[src/rtl/serial_comp_msb.sv]
// Sequential MSB-first unsigned magnitude comparator with one-hot LG/EQ/RG result.
// Optional macro SERIAL_COMP_EARLY_EXIT_EN ends the scan at the first differing bit.
module serial_comp_msb #(
  parameter int WIDTH = 4
) (
  input  logic             CLK,
  input  logic             RST,
  input  logic             START,
  input  logic [WIDTH-1:0] X,
  input  logic [WIDTH-1:0] Y,
  output logic             BUSY,
  output logic             DONE,
  output logic             LG_OUT,
  output logic             EQ_OUT,
  output logic             RG_OUT
);

  localparam int IDX_W = (WIDTH > 1) ? $clog2(WIDTH) : 1;
  localparam logic [IDX_W-1:0] IDX_MAX = IDX_W'(WIDTH - 1);
  localparam logic [IDX_W-1:0] IDX_ONE = IDX_W'(1);

  typedef enum logic [1:0] {
    IDLE   = 2'd0,
    SCAN   = 2'd1,
    FINISH = 2'd2
  } state_t;

  state_t           state_r;
  state_t           state_s;
  logic [WIDTH-1:0] x_r;
  logic [WIDTH-1:0] y_r;
  logic [IDX_W-1:0] idx_r;
  logic             found_r;
  logic             gt_r;
  logic             busy_r;
  logic             done_r;
  logic             lg_r;
  logic             eq_r;
  logic             rg_r;
  logic             x_bit_s;
  logic             y_bit_s;
  logic             found_s;
  logic             gt_s;
  logic             last_s;

  // Bit-slice evaluation and next-state selection
  always_comb begin
    state_s = state_r;
    x_bit_s = x_r[idx_r];
    y_bit_s = y_r[idx_r];
    found_s = found_r | (x_bit_s ^ y_bit_s);
    // the first recorded difference is sticky
    gt_s    = found_r ? gt_r : x_bit_s;
`ifdef SERIAL_COMP_EARLY_EXIT_EN
    last_s  = (idx_r == '0) || found_s;
`else
    last_s  = (idx_r == '0);
`endif
    case (state_r)
      IDLE: begin
        if (START) begin
          state_s = SCAN;
        end else begin
          state_s = IDLE;
        end
      end
      SCAN: begin
        if (last_s) begin
          state_s = FINISH;
        end else begin
          state_s = SCAN;
        end
      end
      FINISH: begin
        state_s = IDLE;
      end
      default: begin
        state_s = IDLE;
      end
    endcase
  end

  // State, operand, scan and registered-output updates
  always_ff @(posedge CLK) begin
    if (RST) begin
      state_r <= IDLE;
      x_r     <= '0;
      y_r     <= '0;
      idx_r   <= '0;
      found_r <= 1'b0;
      gt_r    <= 1'b0;
      busy_r  <= 1'b0;
      done_r  <= 1'b0;
      lg_r    <= 1'b0;
      eq_r    <= 1'b1;
      rg_r    <= 1'b0;
    end else begin
      state_r <= state_s;
      busy_r  <= (state_s != IDLE);
      done_r  <= (state_s == FINISH);
      case (state_r)
        IDLE: begin
          if (START) begin
            x_r     <= X;
            y_r     <= Y;
            idx_r   <= IDX_MAX;
            found_r <= 1'b0;
            gt_r    <= 1'b0;
          end
        end
        SCAN: begin
          found_r <= found_s;
          gt_r    <= gt_s;
          if (last_s) begin
            lg_r <= found_s & gt_s;
            eq_r <= ~found_s;
            rg_r <= found_s & ~gt_s;
          end else begin
            idx_r <= idx_r - IDX_ONE;
          end
        end
        default: begin
        end
      endcase
    end
  end

  assign BUSY   = busy_r;
  assign DONE   = done_r;
  assign LG_OUT = lg_r;
  assign EQ_OUT = eq_r;
  assign RG_OUT = rg_r;

endmodule

[config.mk]
export PLATFORM = sky130hd
export DESIGN_NAME = serial_comp_msb
export DESIGN_NICKNAME = d
export VERILOG_FILES = /design/src/rtl/serial_comp_msb.sv
export SDC_FILE = /design/constraint.sdc
export NUM_CORES = 1
export LEC_CHECK = 0
export BUFFER_PORTS_ARGS = -buffer_cell sky130_fd_sc_hd__clkbuf_2
export CAP_MARGIN = 10
export CORE_UTILIZATION = 36
export CTS_BUF_LIST = sky130_fd_sc_hd__clkbuf_4 sky130_fd_sc_hd__clkbuf_8
export CTS_CLUSTER_DIAMETER = 120
export DETAILED_ROUTE_END_ITERATION = 7
export HOLD_SLACK_MARGIN = 0.12
export PLACE_DENSITY = 0.62
export SYNTH_ARGS = -nofsm -noshare
export SYNTH_HDL_FRONTEND = slang
export SYNTH_SLANG_ARGS = --single-unit
[constraint.sdc]
create_clock -name CLK -period 2.4 [get_ports CLK]
set_clock_uncertainty 0.2 [all_clocks]
set_input_delay 0.48 -clock CLK [delete_from_list [all_inputs] [get_ports CLK]]
set_output_delay 0.48 -clock CLK [all_outputs]
set_load 0.02 [all_outputs]
==> results of run 1 <==
-- cell usage in the layout, fill, tap and decap left out, types with 2 or more instances in the layout --
| master | n |
|---|---|
| dfxtp_1 | 19 |
| inv_1 | 5 |
| a21oi_1 | 3 |
| buf_4 | 2 |
| clkbuf_2 | 15 |
| nor2_1 | 13 |
| nor3b_1 | 2 |
| mux2i_1 | 8 |
| o21ai_0 | 3 |
| clkbuf_4 | 3 |
-- kinds of logic after synthesis --
family / after synthesis / synth area share [%]
compound gates: 15 / 13.6
xor+xnor: 1 / 1.08
fa+ha+maj: 1 / 1.54
buf+inv: 9 / 5.56
flops: 19 / 46.9
mux: 10 / 15.9
simple gates: 23 / 15.4
-- metrics by stage --
stage	cells	setup WS [ns]	instance area [um2]	hold slack (ns)	util, %
final	122	0.574	936	0.213	45.8
after floorplan	78	0.640	811	0.251	-
after CTS	122	0.564	936	0.202	45.8
after global routing	122	0.487	936	0.219	45.8
after detailed placement	118	0.583	908	0.279	44.5
after global placement	118	0.610	908	0.273	44.5
-- worst register-to-register path: cells and delay by family (launching register included) --
family	cells	cell delay, ns
AOI/OAI and AO/OA	1	0.29
DFF	1	0.42
xor gates and xnor gates	1	0.17
muxes	1	0.64
-- power by group --
part           switching [mW]  internal, mW
logic                  0.0706        0.0679
registers              0.0227         0.343
clock network          0.0950        0.0621
total                   0.188         0.473
-- layer usage --
| layer | share of wire (%) | up-vias |
|---|---|---|
| li1 | - | 312 |
| met1 | 44 | 273 |
| met2 | 51 | 14 |
| met3 | 5.1 | 0 |
| met4 | 0 | 0 |
| met5 | 0 | - |
-- layout make-up --
type	instances	area, um2
repair buffers	17	90.1
multi-input cells	50	385
inverters	5	18.8
fillers	219	1110
clock buffers	3	22.5
flip-flops and latches	19	380
clock inverters	1	5.00
well taps	27	33.8
-- path summary, 6_finish.rpt --
check             cells past startpoint  slack (ns)             endpoint
setup / recovery                      3        0.57  EQ_OUT$_SDFFE_PP1P_
hold / removal                        3        0.21  x_r[2]$_SDFFE_PP0P_
setup reg to reg                      3        0.57  EQ_OUT$_SDFFE_PP1P_
hold reg to reg                       2        0.30  x_r[1]$_SDFFE_PP0P_
-- sequential cells by signal, indices dropped and copies added (netlist names) --
register,cells
state_r,2
EQ_OUT,1
gt_r,1
LG_OUT,1
RG_OUT,1
idx_r,2
y_r,4
BUSY,1
DONE,1
found_r,1
x_r,4
==> metrics.txt, run 1 <==
GRT met2 Usage 22.6%; total core area 2040 um2; Vias/cell 4.91; die area 2450 um2; ANT cells 0; M1 GR Usage 17.1%; max-cap check violation count 0; Mapped Area 811 um2; largest net degree at the start of global routing 21; root buffer cell clkbuf_4; drt total wl 1.43 mm; IO Count 16; cell taking the most area after synthesis dfxtp_1; IO buf count 15; Rel. slew slack 73.3%; row cnt 16; worst hold start X[2]; endpoints failing hold 0; asr flop ratio synth 0%; drt wl/cell 11.7 um; total global routing overflow 0; FF-to-FF Start idx_r[0]$_SDFFE_PP0P_; Crit path buffers/inverters 0; layout cells sized above 1 27.4%; syn nets 90; top-count cell post-synth dfxtp_1; Post-synth EDFFs 0; Worst path slowest cell mux4_1; initial antenna violation count 0; distinct cell type count after synthesis 31; crit path kind reg2reg; Yosys top cell area share 46.9%; startpoint types register; Clock Path Buffers 2; # DRC 0; # hold bufs at CTS 0; total chip power 661 uW; Tot GR Track Use 14.0%; Clock Pin Slew Worst Setup and Hold Paths 0.11 ns; Post-DRT Antenna Nets 0; RSZ-0062 raised after global routing false; CTS tree done; Worst path max stage delay 0.64 ns; RePlAce Congestion 0.724; post-cts resize count 0; worst slew pin tran 0.400 ns; leading post-synthesis cells by cell area dfxtp_1 (47%), mux2i_1 (9.9%), nor2_1 (6.0%); Die Y 49.5 um; critical path endpoint category register; VDD IR max 0.396 mV; synth cell count leaders dfxtp_1 (19), nor2_1 (13), mux2i_1 (8); Yosys reg bits 19; CP arrival 1.82 ns; cells along the critical path mux4_1 > xnor2_1 > a221o_1; number of global-route vias before repair 594; Crit path max-delay family multiplexers; setup TNS 0 ns; Req. time, crit path 2.39 ns; count of warnings emitted by yosys 0; Tightest Hold Check Type in2reg; Max Fclk 548 MHz; H-tree Lvls 1; leak pwr 0.405 nW; Tcrit/Tclk final 76.1%; largest fanout on the critical path 5; TritonCTS Buffers 3; DR vias 599; max-slew violation count 0; DR iter-0 viols 8; final setup fails 0; clk_lat worst skew 0.30 ns; Post-CTS Repair Setup Buffers 0; pwr dens 707 nW/um2; Setup crit start idx_r[0]$_SDFFE_PP0P_; clock sinks 19; Mean Syn Cell Area 10.4 um2; Post-Syn Instances 78; status complete, no violations; ys flop type dfxtp_1; register area share after synthesis 46.9%; initial core utilization 39.7%; final net count 108; met3 Use GR 6.48%; Most Used Layer, Global Route met2; half-perimeter wire length after placement 1.05 mm; P&R area growth vs syn 15.4%; first-pass GRT wire length 2.59 mm; min Tclk post-route 1.83 ns; DR pass1 iterations 3; DIE WIDTH 49.5 um
No activity file was read; power rests on OpenSTA's default activity.
==> inputs of run 2 (changes only) <==
PLACE_DENSITY = 0.64   (was 0.62)
clock period = 1.5 ns   (was 2.4 ns; I/O delays follow)
==> run 2 against run 1 <==
Effect of this change: the run now ends with negative setup slack left; final cell count grew 14%; combinational power is 140% higher; critical endpoint is now LG_OUT$_SDFFE_PP0P_; core utilization increased by 11 points; fmax is 5.0% higher; critical path depth is the same.
==> metrics.txt, run 2 (same netlist as run 1, synthesis figures left out) <==
status complete, but fails checks; violated checks negative setup slack; VDD IR max 0.757 mV; CP arrival 1.77 ns; Final Instance Area 1160 um2; fin util 56.7%; # DRC 0; row cnt 16; crit path kind reg2reg; Clock Pin Slew Worst Setup and Hold Paths 0.10 ns; clk_lat worst skew 0.29 ns; Die Y 49.5 um; largest net degree at the start of global routing 21; total core area 2040 um2; DR vias 671; max-cap check violation count 0; initial core utilization 39.7%; Post-DRT Antenna Nets 0; Crit path buffers/inverters 0; Tcrit/Tclk final 116%; Worst path slowest cell mux4_2; RePlAce Congestion 0.820; max-slew violation count 0; root buffer cell clkbuf_4; Max Fclk 575 MHz; Req. time, crit path 1.53 ns; clock sinks 19; drt total wl 1.67 mm; leak pwr 0.495 nW; CTS tree done; DIE WIDTH 49.5 um; Rel. slew slack 68.7%; die area 2450 um2; most frequent cells in the layout dfxtp_1 (15), clkbuf_2 (15), nor2_1 (13), mux2i_1 (8), dlygate4sd3_1 (8); ANT cells 0; Worst path max stage delay 0.53 ns; Reg2Reg Setup Slack -0.24 ns; Final WS setup -0.240 ns; critical path endpoint category register; largest fanout on the critical path 3; Clock Path Buffers 2; Vias/cell 4.83; Crit path max-delay family multiplexers; number of global-route vias before repair 645; min Tclk post-route 1.74 ns; H-tree Lvls 1; final net count 125; setup TNS -0.823 ns; final setup fails 6; DR iter-0 viols 3; P&R area growth vs syn 42.7%; Top Registers x_r: 4 flops, y_r: 4 flops; RSZ-0062 raised after global routing true; worst slew pin tran 0.468 ns; endpoints failing hold 0; Tightest Hold Check Type in2reg; IO Count 16; IO buf count 15; pwr dens 1040 nW/um2; DR pass1 iterations 2; half-perimeter wire length after placement 1.13 mm; Tot GR Track Use 15.1%; startpoint types register; hold slack 0.216 ns; fillcell total 205; initial antenna violation count 0; total global routing overflow 0; Area after DPL 962 um2; drt wl/cell 12.0 um; first-pass GRT wire length 2.82 mm; layout cells sized above 1 42.9%; TritonCTS Buffers 3; cells along the critical path mux4_2 > or3b_1 > a211oi_2
## run 2: repair_timing
item                                   4_1_cts  5_1_grt
setup buffers                                2        2
gates resized for setup                     10        8
setup endpoints to repair                    6       15
pin swaps                                    4        5
endpoints found under the hold margin        8        0
hold buffers                                 8        0
cloned                                       0        1
## run 2: worst paths after layout
kind	cells past startpoint	to	startpoint
max	3	LG_OUT$_SDFFE_PP0P_	idx_r[0]$_SDFFE_PP0P_
min	3	BUSY$_SDFF_PP0_	START
max reg2reg	3	LG_OUT$_SDFFE_PP0P_	idx_r[0]$_SDFFE_PP0P_
min reg2reg	2	gt_r$_SDFFE_PP0P_	gt_r$_SDFFE_PP0P_
## run 2: metrics by stage
| stage | instances | total power [mW] | setup WS, ns |
|---|---|---|---|
| finish | 139 | 1.20 | -0.240 |
| global route | 139 | 1.27 | -0.281 |
| CTS | 137 | 1.18 | -0.242 |
| detailed placement | 123 | 0.858 | -0.214 |
| global placement | 123 | 0.848 | -0.184 |
| floorplan | 78 | 0.773 | -0.178 |
## run 2: worst reg2reg max path, cell delays in order, from the launching register on
cell and delay, ns:
dfxtp_4 0.38, mux4_2 0.53, or3b_1 0.39, a211oi_2 0.17
## run 2: final cells by class
type | instances | area [um2] | area share [%]
clock buffer | 4 | 30.0 | 2.59
inverter | 5 | 21.3 | 1.84
multi-input combinational | 50 | 438 | 37.8
sequential | 19 | 388 | 33.5
tap | 27 | 33.8 | 2.92
timing repair buffer | 34 | 246 | 21.3
## run 2: routing by layer
metal  routed length, um  share of wire (%)  global-route usage, %
met3                  70                4.2                   4.94
met2                 860                 51                   26.9
met5                   0                  0                      0
met1                 728                 43                   17.1
met4                  14               0.84                   4.29
## run 2: power by group
part | total (mW) | internal [mW] | leakage [nW] | switching [mW]
Sequential | 0.592 | 0.552 | 0.158 | 0.0398
Clock | 0.273 | 0.122 | 0.0184 | 0.151
Combinational | 0.334 | 0.185 | 0.319 | 0.148
==> inputs of run 3 (changes only) <==
ABC_AREA = 1   (was not set)
==> run 3 against run 2 <==
Effect of this change: the flow now finishes without violations; total power down 3.4%; non-clock buffer count shrank 3; via count is 20% higher; wire length increased by 3.4%; clock power rose by 3%; first-iteration DRC count grew to 4.0 times the previous value; register-to-register slack improved by 0.36 ns; highest routed layer unchanged.
==> metrics.txt, run 3 <==
total global routing overflow 0; DIE WIDTH 49.8 um; half-perimeter wire length after placement 1.24 mm; Yosys reg bits 19; RePlAce Congestion 0.798; clock sinks 19; wire length on met3 48 um; Post-Place Cells 163; FF-to-FF Start idx_r[0]$_SDFFE_PP0P_; Die Y 49.8 um; ys flop type dfxtp_1; pre-CTS WS 0.109 ns; commonest non-fill, non-tap cell in the layout nand2_1; Final Instance Area 1100 um2; Tot GR Track Use 15.9%; DR WL met2 792 um; setup TNS 0 ns; H-tree Lvls 1; clk_lat worst skew 0.29 ns; Req. time, crit path 1.49 ns; die area 2480 um2; Mapped Area 821 um2; Vias/cell 4.54; Yosys top cell area share 46.3%; DR iter-0 viols 12; Post-DRT Antenna Nets 0; Clock Pin Slew Worst Setup and Hold Paths 0.11 ns; top-count cell post-synth nand2_1; root buffer cell clkbuf_4; Non-Filler Instances 177; Clock Path Buffers 2; row cnt 16; Area after DPL 962 um2; IO buf count 15; fillcell total 211; M1 wire length 875 um; largest fanout on the critical path 8; Worst path max stage delay 0.36 ns; final setup fails 0; crit path kind reg2reg; largest net degree at the start of global routing 13; number of global-route vias before repair 710; Mean Syn Cell Area 6.96 um2; drt total wl 1.73 mm; Rel. slew slack 83.8%; status complete, no violations; max-cap check violation count 0; leading post-synthesis cells by cell area dfxtp_1 (46%), nand2_1 (14%), nor2_1 (8.2%); final net count 163; count of warnings emitted by yosys 0; drt wl/cell 9.78 um; fin util 53.7%; Worst path slowest cell dfxtp_2; DR vias 804; critical path endpoint category register; startpoint types register; P&R area growth vs syn 33.7%; register area share after synthesis 46.3%; asr flop ratio synth 0%; cell taking the most area after synthesis dfxtp_1; ANT cells 0; max-slew violation count 0; Crit path max-delay family flip-flops; leak pwr 0.542 nW; Post-synth EDFFs 0; VDD IR max 0.548 mV; Setup crit start idx_r[0]$_SDFFE_PP0P_; syn nets 130; CTS tree done; Tcrit/Tclk final 92.2%; initial core utilization 40.2%; Crit path buffers/inverters 3; worst hold start START; initial antenna violation count 0; pwr dens 1050 nW/um2; cells along the critical path inv_2 > ha_1 > inv_1 > nor2_2 > buf_4 > o21ai_0 > a21oi_1; min Tclk post-route 1.38 ns; IO Count 16; TritonCTS Buffers 3; CP arrival 1.38 ns; # DRC 0; Max Fclk 723 MHz; distinct cell type count after synthesis 17; Post-Syn Instances 118; Tightest Hold Check Type in2reg; synth cell count leaders nand2_1 (31), dfxtp_1 (19), nor2_1 (18); Top Registers x_r: 4 flops, y_r: 4 flops; worst slew pin tran 0.243 ns; top layer in use met4; endpoints failing hold 0; first-pass GRT wire length 2.94 mm; layout cells sized above 1 24.7%; Final WS setup 0.117 ns; total core area 2040 um2; DR pass1 iterations 4; most frequent cells in the layout nand2_1 (31), dfxtp_1 (18), nor2_1 (17), clkbuf_2 (15)
## run 3: cell count changes in the layout (fill, tap and decap cells not counted), moves of 3 or more
cell,delta
dfxtp_1,+3
nand2_1,+31
mux2i_1,-8
inv_1,+7
a21oi_1,+6
nor2_1,+4
o21ai_0,+9
nand3_1,+4
buf_6,-3
## run 3: worst paths after layout
path	to	slack [ns]	cells past startpoint
worst max register to register	LG_OUT$_SDFFE_PP0P_	0.12	7
worst min register to register	gt_r$_SDFFE_PP0P_	0.27	2
worst min-delay path	found_r$_SDFFE_PP0P_	0.18	6
worst max-delay path	LG_OUT$_SDFFE_PP0P_	0.12	7
## run 3: timing repair
item,4_1_cts,5_1_grt
endpoints found under the setup margin,0,7
hold buffers,9,0
endpoints found under the hold margin,13,0
setup buffers,0,1
resized for setup,0,5
## run 3: final cells by class
class | count | area [um2] | share of cell area [%]
Tap cell | 27 | 33.8 | 3.08
Inverter | 14 | 56.3 | 5.13
Clock buffer | 4 | 30.0 | 2.74
Timing Repair Buffer | 31 | 218 | 19.8
Sequential cell | 19 | 382 | 34.8
Multi-Input combinational cell | 82 | 378 | 34.4
## run 3: cell families after synthesis
group	Yosys count	synth area share (%)
AND/OR/NAND/NOR	58	29.6
AO/OA/AOI/OAI	23	14.6
flip-flops	19	46.3
buffers and inverters	17	7.93
adder cells (fa/ha/maj)	1	1.52
## run 3: worst reg2reg max path: cells and delay by family (launching register included)
family	cells	cell delay [ns]
AND/OR/NAND/NOR	1	0.05
AO/OA/AOI/OAI	2	0.19
flip-flops	1	0.36
adder cells (fa/ha/maj)	1	0.19
buffers and inverters	3	0.29
## run 3: power by group
group / total, mW / internal [mW] / switching (mW)
Combinational: 0.301 / 0.124 / 0.177
Clock: 0.280 / 0.121 / 0.158
Sequential: 0.576 / 0.552 / 0.0237
## run 3: per-stage QoR
step | total power, mW | hold slack [ns]
floorplan | 0.770 | 0.235
global placement | 0.852 | 0.250
detailed placement | 0.859 | 0.256
CTS | 1.15 | 0.179
global route | 1.24 | 0.247
finish | 1.16 | 0.180
## run 3: layer usage
layer,GRT usage (%),vias up
li1,-,432
met1,20.4,359
met2,24.5,11
met3,3.70,2
met4,8.57,0
met5,0,-
